===== src/rtl/seven_sd_scan_driver.sv =====
// Time-multiplexed scan driver for a four-digit common-anode seven-segment display.
// Latches the packed segment word once per frame and scans digits 0..3, one slot each.
// Optional feature macro: SSD_BLANKING_EN (adds an all-off gap at the end of every slot).
module seven_sd_scan_driver #(
   parameter int unsigned DIGIT_CYCLES = 100000,
   parameter int unsigned BLANK_CYCLES = 1000
) (
   input  logic        clk,
   input  logic        rst,
   input  logic [31:0] value,
   output logic [7:0]  displayOut,
   output logic [3:0]  enableOut,
   output logic        frameStart
);

   localparam int unsigned CNT_W = (DIGIT_CYCLES > 1) ? $clog2(DIGIT_CYCLES) : 1;

`ifdef SSD_BLANKING_EN
   localparam bit BLANK_EN = 1'b1;
`else
   localparam bit BLANK_EN = 1'b0;
`endif

   // Slot position at which the digit is switched off; only meaningful with blanking.
   localparam logic [CNT_W-1:0] LAST_CNT  = CNT_W'(DIGIT_CYCLES - 1);
   localparam logic [CNT_W-1:0] BLANK_CNT = CNT_W'(DIGIT_CYCLES - BLANK_CYCLES);

   // Reject parameter sets that would break slot sequencing.
   if (DIGIT_CYCLES < 2) begin : g_bad_digit_cycles
      $fatal(1, "seven_sd_scan_driver: DIGIT_CYCLES must be >= 2");
   end

`ifdef SSD_BLANKING_EN
   if ((BLANK_CYCLES < 1) || (BLANK_CYCLES >= DIGIT_CYCLES)) begin : g_bad_blank_cycles
      $fatal(1, "seven_sd_scan_driver: BLANK_CYCLES must be in [1, DIGIT_CYCLES-1]");
   end
`endif

   logic [CNT_W-1:0] cnt_q, cnt_d;
   logic [1:0]       idx_q, idx_d;
   logic [31:0]      shadow_q, shadow_d;
   logic [7:0]       display_q, display_d;
   logic [3:0]       enable_q, enable_d;
   logic             frame_start_q, frame_start_d;
   logic             cnt_wrap_c;

   // Next-state: slot counter, digit index, frame latch and registered pin values.
   always_comb begin
      cnt_wrap_c    = (cnt_q == LAST_CNT);
      cnt_d         = cnt_wrap_c ? '0 : cnt_q + CNT_W'(1);
      idx_d         = cnt_wrap_c ? idx_q + 2'd1 : idx_q;
      shadow_d      = shadow_q;
      display_d     = display_q;
      enable_d      = enable_q;
      frame_start_d = 1'b0;

      if (cnt_q == '0) begin
         if (idx_q == 2'd0) begin
            // Digit 0 comes straight from value so it is lit one edge after capture.
            shadow_d      = value;
            display_d     = ~value[7:0];
            enable_d      = 4'b1110;
            frame_start_d = 1'b1;
         end else begin
            display_d = ~shadow_q[8*idx_q +: 8];
            enable_d  = ~(4'b0001 << idx_q);
         end
      end else if (BLANK_EN && (cnt_q == BLANK_CNT)) begin
         display_d = 8'hFF;
         enable_d  = 4'hF;
      end
   end

   // State and output registers with synchronous reset.
   always_ff @(posedge clk) begin
      if (rst) begin
         cnt_q         <= '0;
         idx_q         <= 2'd0;
         shadow_q      <= 32'd0;
         display_q     <= 8'hFF;
         enable_q      <= 4'hF;
         frame_start_q <= 1'b0;
      end else begin
         cnt_q         <= cnt_d;
         idx_q         <= idx_d;
         shadow_q      <= shadow_d;
         display_q     <= display_d;
         enable_q      <= enable_d;
         frame_start_q <= frame_start_d;
      end
   end

   assign displayOut = display_q;
   assign enableOut  = enable_q;
   assign frameStart = frame_start_q;

endmodule


===== config.mk =====
export PLATFORM = sky130hd
export DESIGN_NAME = seven_sd_scan_driver
export DESIGN_NICKNAME = d
export VERILOG_FILES = /design/src/rtl/seven_sd_scan_driver.sv
export SDC_FILE = /design/constraint.sdc
export NUM_CORES = 1
export LEC_CHECK = 0
export BUFFER_PORTS_ARGS = -buffer_cell sky130_fd_sc_hd__buf_4
export CELL_PAD_IN_SITES_DETAIL_PLACEMENT = 1
export CELL_PAD_IN_SITES_GLOBAL_PLACEMENT = 1
export CORE_MARGIN = 2
export CORE_UTILIZATION = 42
export CTS_BUF_LIST = sky130_fd_sc_hd__clkbuf_16
export CTS_CLUSTER_SIZE = 14
export DETAILED_ROUTE_END_ITERATION = 10
export PLACE_DENSITY = 0.78
export SYNTH_ARGS = -nofsm -noshare
export SYNTH_HDL_FRONTEND = slang
export SYNTH_SLANG_ARGS = --single-unit

===== constraint.sdc =====
create_clock -name clk -period 2.59 [get_ports clk]
set_input_delay 0.3885 -clock clk [delete_from_list [all_inputs] [get_ports clk]]
set_output_delay 0.3885 -clock clk [all_outputs]
set_load 0.005 [all_outputs]

==> qor.yml, run 1 <==
die:
  core_area_um2: 7180
  pin_count: 47
  num_rows: 31
  die-area_um2: 8040
  initial_utilization: 0.429
  die_y_um: 89.7
  die_w_um: 89.7
synth:
  synth_seq_cells: 64
  synthesis.area_um2: 3080
  syn-num-nets: 403
  yosysTopAreaCell: "dfxtp_1"
  ys_async_sr_fraction: 0
  ys_types: 39
  yosysMostFrequentCell: "dfxtp_1"
  postSynthCellCount: 363
  ys.flop_type: "dfxtp_1"
  avgSynthCellArea_um2: 8.49
  synth_commonest_cells: "64 x dfxtp_1, 52 x a21oi_1, 37 x o21ai_0"
  synth-edff-count: 0
  yosys.area.top_type_share: 0.416
  seq_area_frac_synth: 0.416
  synth_area_leaders: "dfxtp_1 42%, a21oi_1 8.4%, nand4_1 7.3%, o21ai_0 6.0%, mux2_2 5.8%"
  yosysWarnings: 0
clocking:
  htree_levels: 3
  clk_path_buf_depth: 2
  root_buffer: "clkbuf_16"
  cts_resized: 0
  post_cts_buffers: 0
  clkSinkCount: 64
  holdBufCountCts: 0
  cts-buffers-inserted: 9
  clock_latency_ps: 330
  cts_tree: "built"
  clk_pin_slew_worst_paths_ps: 60
worst_setup_path:
  reg2reg_setup_slack_ps: 670
  worstPathArrival_ps: 2170
  cp-endpoint: "shadow_q[25]"
  timing.rr.end: "shadow_q[25]"
  reg2reg_from: "cnt_q[0]"
  reg2reg_depth: 8
  cp-startpoint: "cnt_q[0]"
  cp_data_required_time_ps: 2840
  endpoint_kind: "register"
  crit_type: "reg2reg"
  crit_fanout: 32
  cp-start-kind: "register"
grt:
  grt_usage: 0.225
  grt_max_degree: 49
  gr-total-overflow: 0
  grt_pass1_vias: 2772
  antenna_found_initial: 0
  grt_pass1_wl_mm: 13.8
routing:
  wl_per_cell_um: 17.7
  dr.pass1.iters: 4
  vias: 2838
  drc_errors: 0
  drt_iter0_drc: 126
  viasPerCell: 5.72
  antenna_left: 0
  wl_mm: 8.80
sta:
  fmax_mhz: 520
  slew_viol_final: 0
  tightest_slew_ps: 535
  relSlewSlack: 0.644
  fin_crit_ps: 1920
  hold_viol: 0
  setup_tns_ps: 0
  setup_violations: 0
  grt_setup_unrepaired: "false"
  period_share: 0.743
  fin_skew_ps: 5.61
cells_and_area:
  final.fill_count: 870
  drive_gt1_frac: 0.242
  nets: 432
  antenna-diode-count: 0
  area_growth_pct: 22.9
run_status:
  status: "finished, final reports clean"
power:
  totalPowerFinal_mw: 2.78
  p_leak_nw: 1.48
  cellPowerDensity_nw_per_um2: 733
  worst_ir_drop_vdd_mv: 0.345
placed_design:
  hpwlAfterDp_mm: 5.57
  gp_congestion: 0.756
  place.port_buffers: 46
worst_hold_path:
  min_path_type: "in2reg"
run:
  cap_viol_max_count: 0
==> where the power goes <==
part           leakage [nW]  switching [mW]  internal, mW
clock                 0.167           0.441         0.932
sequential            0.525          0.0359          1.05
combinational         0.784           0.177         0.139
total                  1.48           0.654          2.12
==> metal layers <==
metal	wire, um	global-route usage
met1	4040	0.291
met2	4340	0.375
met3	270	0.0366
met4	146	0.0868
met5	0	0
==> cells in the final DEF (no fill, tap or decap), types with 2 or more instances in the layout <==
master / n
nor3_1: 4
ha_1: 6
clkbuf_16: 9
nand2_1: 8
dfxtp_1: 64
bufinv_16: 3
a21oi_1: 52
clkinv_2: 2
nor2_1: 20
mux2_2: 16
xor2_1: 4
buf_4: 54
o21ai_0: 37
o22ai_1: 8
nor4_1: 5
and3_1: 5
or4_4: 2
a211oi_1: 9
and4_1: 2
xnor2_1: 9
nand4_1: 36
nand3_1: 6
inv_1: 18
o31ai_1: 2
==> area by class of cell <==
cell class	instances	area, um^2	share of cell area
Multi-Input combinational cell	246	1580	0.416
Sequential cell	64	1280	0.338
Timing Repair Buffer	54	405	0.107
Clock buffer	9	225	0.0594
Tap cell	99	124	0.0327
Clock inverter	7	111	0.0294
Inverter	17	63.8	0.0168
==> flip-flops by register name, indices dropped and copies added (netlist names) <==
| register | count |
|---|---|
| cnt_q | 17 |
| displayOut | 8 |
| enableOut | 4 |
| frameStart | 1 |
| idx_q | 2 |
| shadow_q | 32 |
==> worst min-delay path by stage <==
stage            startpoint      endpoint  slack [ps]  cells past startpoint
2_1_floorplan      cnt_q[0]      cnt_q[0]         440                      1
3_3_place_gp   shadow_q[16]  shadow_q[16]         450                      2
3_5_place_dp   shadow_q[13]  shadow_q[13]         470                      2
4_1_cts           value[11]  shadow_q[11]         320                      3
5_1_grt           value[18]  shadow_q[18]         340                      3
6_report          value[11]  shadow_q[11]         330                      3
==> stage by stage <==
| stage | util | hold slack [ps] | instance area [um^2] | instances | worst slack (ps) |
|---|---|---|---|---|---|
| floorplan | - | 441 | 3080 | 363 | 431 |
| global placement | 0.481 | 454 | 3450 | 480 | 723 |
| detailed placement | 0.481 | 466 | 3450 | 480 | 665 |
| CTS | 0.528 | 321 | 3790 | 496 | 648 |
| global route | 0.528 | 338 | 3790 | 496 | 467 |
| finish | 0.528 | 325 | 3790 | 496 | 666 |
==> cells by family after synthesis <==
group	Yosys count	synth area share
AOI/OAI and AO/OA	110	0.192
xor gates and xnor gates	13	0.0369
adders and majority gates	6	0.0244
buffers and inverters	53	0.0723
DFF	64	0.416
muxes	16	0.0585
and+or+nand+nor	101	0.200
==> critical path, cell delays in order (launching register included) <==
cell	delay [ps]
dfxtp_1	340
inv_1	80
ha_1	170
nor3b_2	160
buf_4	230
and3_1	180
buf_4	330
nand4_1	160
a21oi_1	180
No activity file was read; power rests on OpenSTA's default activity.
==> run 2: changes to the inputs <==
Settings changed: CORE_UTILIZATION 42 to 38, PLACE_DENSITY 0.78 to 0.74.
Clock period 2.59 ns to 1.6 ns, I/O delays scaled along.
==> run 2 against run 1 <==
Compared with the run above:
- the flow now finishes with violations (setup timing)
- global-route usage up 2.2 points
- largest cell class unchanged
- clock skew up 1.4 ps
- sequential power up 62%
- maximum frequency up 13%
- utilization up 5.6 points
- worst setup slack worse by 760 ps
- die area up 10%
- sequential share of layout area down 4.9 points
==> qor.yml, run 2 (synthesized netlist as in run 1, its figures left out) <==
routing:
  wl_per_cell_um: 21.7  # was 17.7 um
  dr.pass1.iters: 4  # unchanged
  vias: 3184  # was 2838
  drc_errors: 0  # unchanged
  wl_mm: 11.8  # was 8.80 mm
  viasPerCell: 5.86  # was 5.72
  antenna_left: 0  # unchanged
  drt_iter0_drc: 140  # was 126
die:
  pin_count: 47  # unchanged
  die_y_um: 94.1  # was 89.7 um
  die_w_um: 94.1  # was 89.7 um
  num_rows: 32  # was 31
  die-area_um2: 8850  # was 8040 um^2
  initial_utilization: 0.395  # was 0.429
  core_area_um2: 7810  # was 7180 um^2
placed_design:
  place.port_buffers: 46  # unchanged
  dp.cells: 511  # was 480
  gp_congestion: 0.826  # was 0.756
  hpwlAfterDp_mm: 6.32  # was 5.57 mm
  placed_cell_area_um2: 3870  # was 3450 um^2
cells_and_area:
  area_growth_pct: 48.0  # was 22.9%
  layout_common_cells: "81 x buf_4, 50 x dfxtp_1, 41 x a21oi_1"  # was 64 x dfxtp_1, 54 x buf_4, 52 x a21oi_1
  nets: 476  # was 432
  fin_cells: 543  # was 496
  final_common_cell: "buf_4"  # was dfxtp_1
  largest_register_ffs: 32  # unchanged
  largest-register: "shadow_q"  # unchanged
  drive_gt1_frac: 0.454  # was 0.242
  final_area_um2: 4560  # was 3790 um^2
  antenna-diode-count: 0  # unchanged
sta:
  hold_viol: 0  # unchanged
  period_share: 1.06  # was 0.743
  grt_setup_unrepaired: "true"  # was false
  fmax_mhz: 589  # was 520 MHz
  setup_tns_ps: -603  # was 0 ps
  relSlewSlack: 0.722  # was 0.644
  setup_violations: 24  # was 0
  fin_crit_ps: 1700  # was 1920 ps
  holdWs_ps: 178  # was 325 ps
  slew_viol_final: 0  # unchanged
  tightest_slew_ps: 414  # was 535 ps
  fin_ws_ps: -96.9  # was 666 ps
  fin_skew_ps: 7.00  # was 5.61 ps
clocking:
  cts_tree: "built"  # unchanged
  clk_path_buf_depth: 2  # unchanged
  clock_latency_ps: 330  # about the same
  cts-buffers-inserted: 9  # unchanged
  clk_pin_slew_worst_paths_ps: 60  # about the same
  clkSinkCount: 64  # unchanged
  root_buffer: "clkbuf_16"  # unchanged
  htree_levels: 3  # unchanged
worst_setup_path:
  endpoint_kind: "register"  # unchanged
  slowest_stage: "or4b_2"  # was dfxtp_1
  cp_data_required_time_ps: 1840  # was 2840 ps
  worstPathArrival_ps: 1930  # was 2170 ps
  crit_type: "reg2reg"  # unchanged
  cp-start-kind: "register"  # unchanged
  path_cells: "nor4_4 > nand2_1 > or4b_2 > o31ai_1"  # was inv_1 > ha_1 > nor3b_2 > buf_4 > and3_1 > buf_4 > nand4_1 > a21oi_1
  crit_fanout: 4  # was 32
  cp_slowest_stage_delay_ps: 660  # was 340 ps
  critPathBufInv: 0  # was 3
  crit_family: "simple AND/OR/NAND/NOR gates"  # was buffers and inverters
grt:
  antenna_found_initial: 0  # unchanged
  grt_usage: 0.247  # was 0.225
  grt_max_degree: 40  # was 49
  grt_pass1_wl_mm: 16.9  # was 13.8 mm
  grt_pass1_vias: 3196  # was 2772
  gr-total-overflow: 0  # unchanged
power:
  worst_ir_drop_vdd_mv: 0.765  # was 0.345 mV
  totalPowerFinal_mw: 4.48  # was 2.78 mW
  cellPowerDensity_nw_per_um2: 983  # was 733 nW/um^2
  p_leak_nw: 1.80  # was 1.48 nW
worst_hold_path:
  min_path_type: "in2reg"  # unchanged
run_status:
  status: "finished, violations left"  # was finished, final reports clean
  violations: "setup timing"
run:
  cap_viol_max_count: 0  # unchanged
-- run 2: final cells by class --
type	instances	area, um^2
fillers	885	3250
clock inverters	7	62.6
inverters	17	71.3
multi-input cells	246	1830
repair buffers	98	922
well taps	102	128
flip-flops and latches	64	1320
clock buffers	9	225
-- run 2: worst reg2reg max path: cells and delay by family (launching register included) --
kind	cells	cell delay, ps
compound gates	1	90
flops	1	360
simple gates	3	1150
-- run 2: path summary, 6_finish.rpt --
path          startpoint      endpoint  slack, ps  cells past startpoint
min            value[27]  shadow_q[27]        180                      3
min reg2reg  shadow_q[2]   shadow_q[2]        470                      2
max             cnt_q[6]      idx_q[1]       -100                      4
max reg2reg     cnt_q[6]      idx_q[1]       -100                      4
-- run 2: power breakdown --
part | total (mW) | internal, mW | leakage [nW] | switching, mW
combinational | 0.786 | 0.380 | 1.13 | 0.406
clock | 1.92 | 1.19 | 0.136 | 0.734
sequential | 1.77 | 1.69 | 0.534 | 0.0810
-- run 2: routing by layer --
| layer | GRT usage | wire length, um |
|---|---|---|
| met3 | 0.0337 | 651 |
| met2 | 0.411 | 5810 |
| met4 | 0.0845 | 221 |
| met1 | 0.328 | 5080 |
| met5 | 0 | 0 |
-- run 2: repair_timing --
item                       4_1_cts  5_1_grt
buffers inserted                 7        6
hold buffers                     0        0
pin swaps                       12       42
resized for setup               36       59
setup endpoints to repair       45       48
gates cloned                     1        2
-- run 2: stage by stage --
stage | worst slack (ps) | utilization
2_1_floorplan | -68.6 | -
3_3_place_gp | -44.2 | 0.495
3_5_place_dp | -94.4 | 0.495
4_1_cts | -49.4 | 0.553
5_1_grt | -140 | 0.584
6_report | -96.9 | 0.584
==> run 3: changes to the inputs <==
Settings changed: CORE_UTILIZATION 38 to 42, PLACE_DENSITY 0.74 to 0.78.
Clock period 1.6 ns to 1.9 ns, I/O delays scaled along.
==> run 3 against run 2 <==
Compared with the run above:
- the flow now finishes without violations
- largest cell class unchanged
- non-clock buffer count shrank 36
- sequential power shrank 16%
- sequential cell count is the same
- sequential share of layout area grew 4.9 points
- routed wire length shrank 27%
- clock skew shrank 2.2 ps
==> qor.yml, run 3 (synthesized netlist as in run 1, its figures left out) <==
run_status:
  status: "finished, final reports clean"  # was finished, violations left
clocking:
  clock_latency_ps: 330  # about the same
  root_buffer: "clkbuf_16"  # unchanged
  htree_levels: 3  # unchanged
  clk_pin_slew_worst_paths_ps: 50  # was 60 ps
  post_cts_buffers: 0  # was 7
  holdBufCountCts: 0  # unchanged
  cts-buffers-inserted: 9  # unchanged
  cts_tree: "built"  # unchanged
  clk_path_buf_depth: 2  # unchanged
  clkSinkCount: 64  # unchanged
worst_hold_path:
  hold_path.startpoint: "value[9]"  # was value[27]
  min_path_type: "in2reg"  # unchanged
sta:
  setup_violations: 0  # was 24
  holdWs_ps: 226  # was 178 ps
  fin_crit_ps: 1810  # was 1700 ps
  grt_setup_unrepaired: "false"  # was true
  hold_viol: 0  # unchanged
  tightest_slew_ps: 429  # was 414 ps
  fin_skew_ps: 4.77  # was 7.00 ps
  slew_viol_final: 0  # unchanged
  period_share: 0.950  # was 1.06
  relSlewSlack: 0.712  # was 0.722
  fmax_mhz: 554  # was 589 MHz
  setup_tns_ps: 0  # was -603 ps
placed_design:
  place.port_buffers: 46  # unchanged
  hpwlAfterDp_mm: 5.77  # was 6.32 mm
  gp_congestion: 0.890  # was 0.826
die:
  die-area_um2: 8040  # was 8850 um^2
  pin_count: 47  # unchanged
  core_area_um2: 7180  # was 7810 um^2
  initial_utilization: 0.429  # was 0.395
  die_y_um: 89.7  # was 94.1 um
  die_w_um: 89.7  # was 94.1 um
  num_rows: 31  # was 32
worst_setup_path:
  timing.rr.end: "cnt_q[16]"  # was idx_q[1]
  worstPathArrival_ps: 2060  # was 1930 ps
  cp-startpoint: "cnt_q[1]"  # was cnt_q[6]
  cp-endpoint: "cnt_q[16]"  # was idx_q[1]
  endpoint_kind: "register"  # unchanged
  crit_fanout: 4  # unchanged
  reg2reg_depth: 5  # was 4
  reg2reg_setup_slack_ps: 90  # was -100 ps
  cp_data_required_time_ps: 2160  # was 1840 ps
  crit_type: "reg2reg"  # unchanged
  reg2reg_from: "cnt_q[1]"  # was cnt_q[6]
  cp-start-kind: "register"  # unchanged
grt:
  grt-busiest-layer: "met2"  # unchanged
  grt_usage: 0.222  # was 0.247
  grt_pass1_wl_mm: 13.5  # was 16.9 mm
  grt_max_degree: 41  # was 40
  gr-total-overflow: 0  # unchanged
  grt_pass1_vias: 2764  # was 3196
  antenna_found_initial: 0  # unchanged
  grt_use_met3: 0.0539  # was 0.0337
  met1_usage: 0.273  # was 0.328
  grtUsageMet2: 0.379  # was 0.411
routing:
  dr.pass1.iters: 6  # was 4
  viasPerCell: 5.69  # was 5.86
  wl_mm: 8.63  # was 11.8 mm
  drc_errors: 0  # unchanged
  antenna_left: 0  # unchanged
  vias: 2855  # was 3184
  drt_iter0_drc: 102  # was 140
  wl_per_cell_um: 17.2  # was 21.7 um
cells_and_area:
  final_common_cell: "dfxtp_1"  # was buf_4
  nets: 440  # was 476
  antenna-diode-count: 0  # unchanged
  final.fill_count: 843  # was 885
  area_growth_pct: 23.0  # was 48.0%
  drive_gt1_frac: 0.253  # was 0.454
  layout_common_cells: "63 x dfxtp_1, 60 x buf_4, 52 x a21oi_1"  # was 81 x buf_4, 50 x dfxtp_1, 41 x a21oi_1
  largest-register: "shadow_q"  # unchanged
  largest_register_ffs: 32  # unchanged
power:
  p_leak_nw: 1.49  # was 1.80 nW
  worst_ir_drop_vdd_mv: 0.502  # was 0.765 mV
  totalPowerFinal_mw: 3.33  # was 4.48 mW
  cellPowerDensity_nw_per_um2: 878  # was 983 nW/um^2
run:
  cap_viol_max_count: 0  # unchanged
-- run 3: cell count changes in the layout (fill, tap and decap cells not counted), sizes merged --
cell / before / now
clkinvlp: 2 / 0
clkinv: 4 / 2
clkbuf: 11 / 9
inv: 17 / 20
bufinv: 1 / 0
buf: 96 / 62
-- run 3: how the worst min path moves through the flow --
stage	end	depth (start not counted)	slack [ps]
finish	shadow_q[9]	3	230
global route	shadow_q[8]	3	220
detailed placement	shadow_q[23]	2	470
global placement	shadow_q[21]	2	450
CTS	shadow_q[8]	3	220
floorplan	enableOut[1]	2	420
-- run 3: cell type report --
type / instances / area, um^2 / share of cell area
inverters: 17 / 63.8 / 0.0168
clock inverters: 5 / 20.0 / 0.00528
clock buffers: 9 / 225 / 0.0594
well taps: 99 / 124 / 0.0327
flip-flops and latches: 64 / 1280 / 0.338
repair buffers: 62 / 490 / 0.129
multi-input cells: 246 / 1590 / 0.418
-- run 3: critical path, cell delays in order (launching register included) --
cell and delay [ps]:
dfxtp_1 380, ha_2 230, inv_1 70, or4_4 550, or3_1 360, a21oi_1 150
-- run 3: per-stage QoR --
step	utilization	instance area, um^2	worst slack [ps]	cells
after floorplan	-	3090	13.7	363
after CTS	0.527	3780	36.0	502
after global placement	0.493	3540	183	488
final	0.528	3790	94.8	502
after global routing	0.528	3790	6.07	502
after detailed placement	0.493	3540	60.7	488
-- run 3: power by group --
| part | switching, mW | total [mW] | internal (mW) |
|---|---|---|---|
| combinational | 0.241 | 0.449 | 0.207 |
| sequential | 0.0489 | 1.48 | 1.44 |
| clock | 0.551 | 1.40 | 0.844 |
-- run 3: repair_timing --
item / 4_1_cts / 5_1_grt
endpoints found under the hold margin: 0 / 0
setup endpoints to repair: 0 / 2
resized for setup: 0 / 3
-- run 3: metal layers --
metal  wire length (um)  part of all wire
met5                  0                 0
met4                149             0.017
met3                304             0.035
met2               4340              0.50
met1               3840              0.44
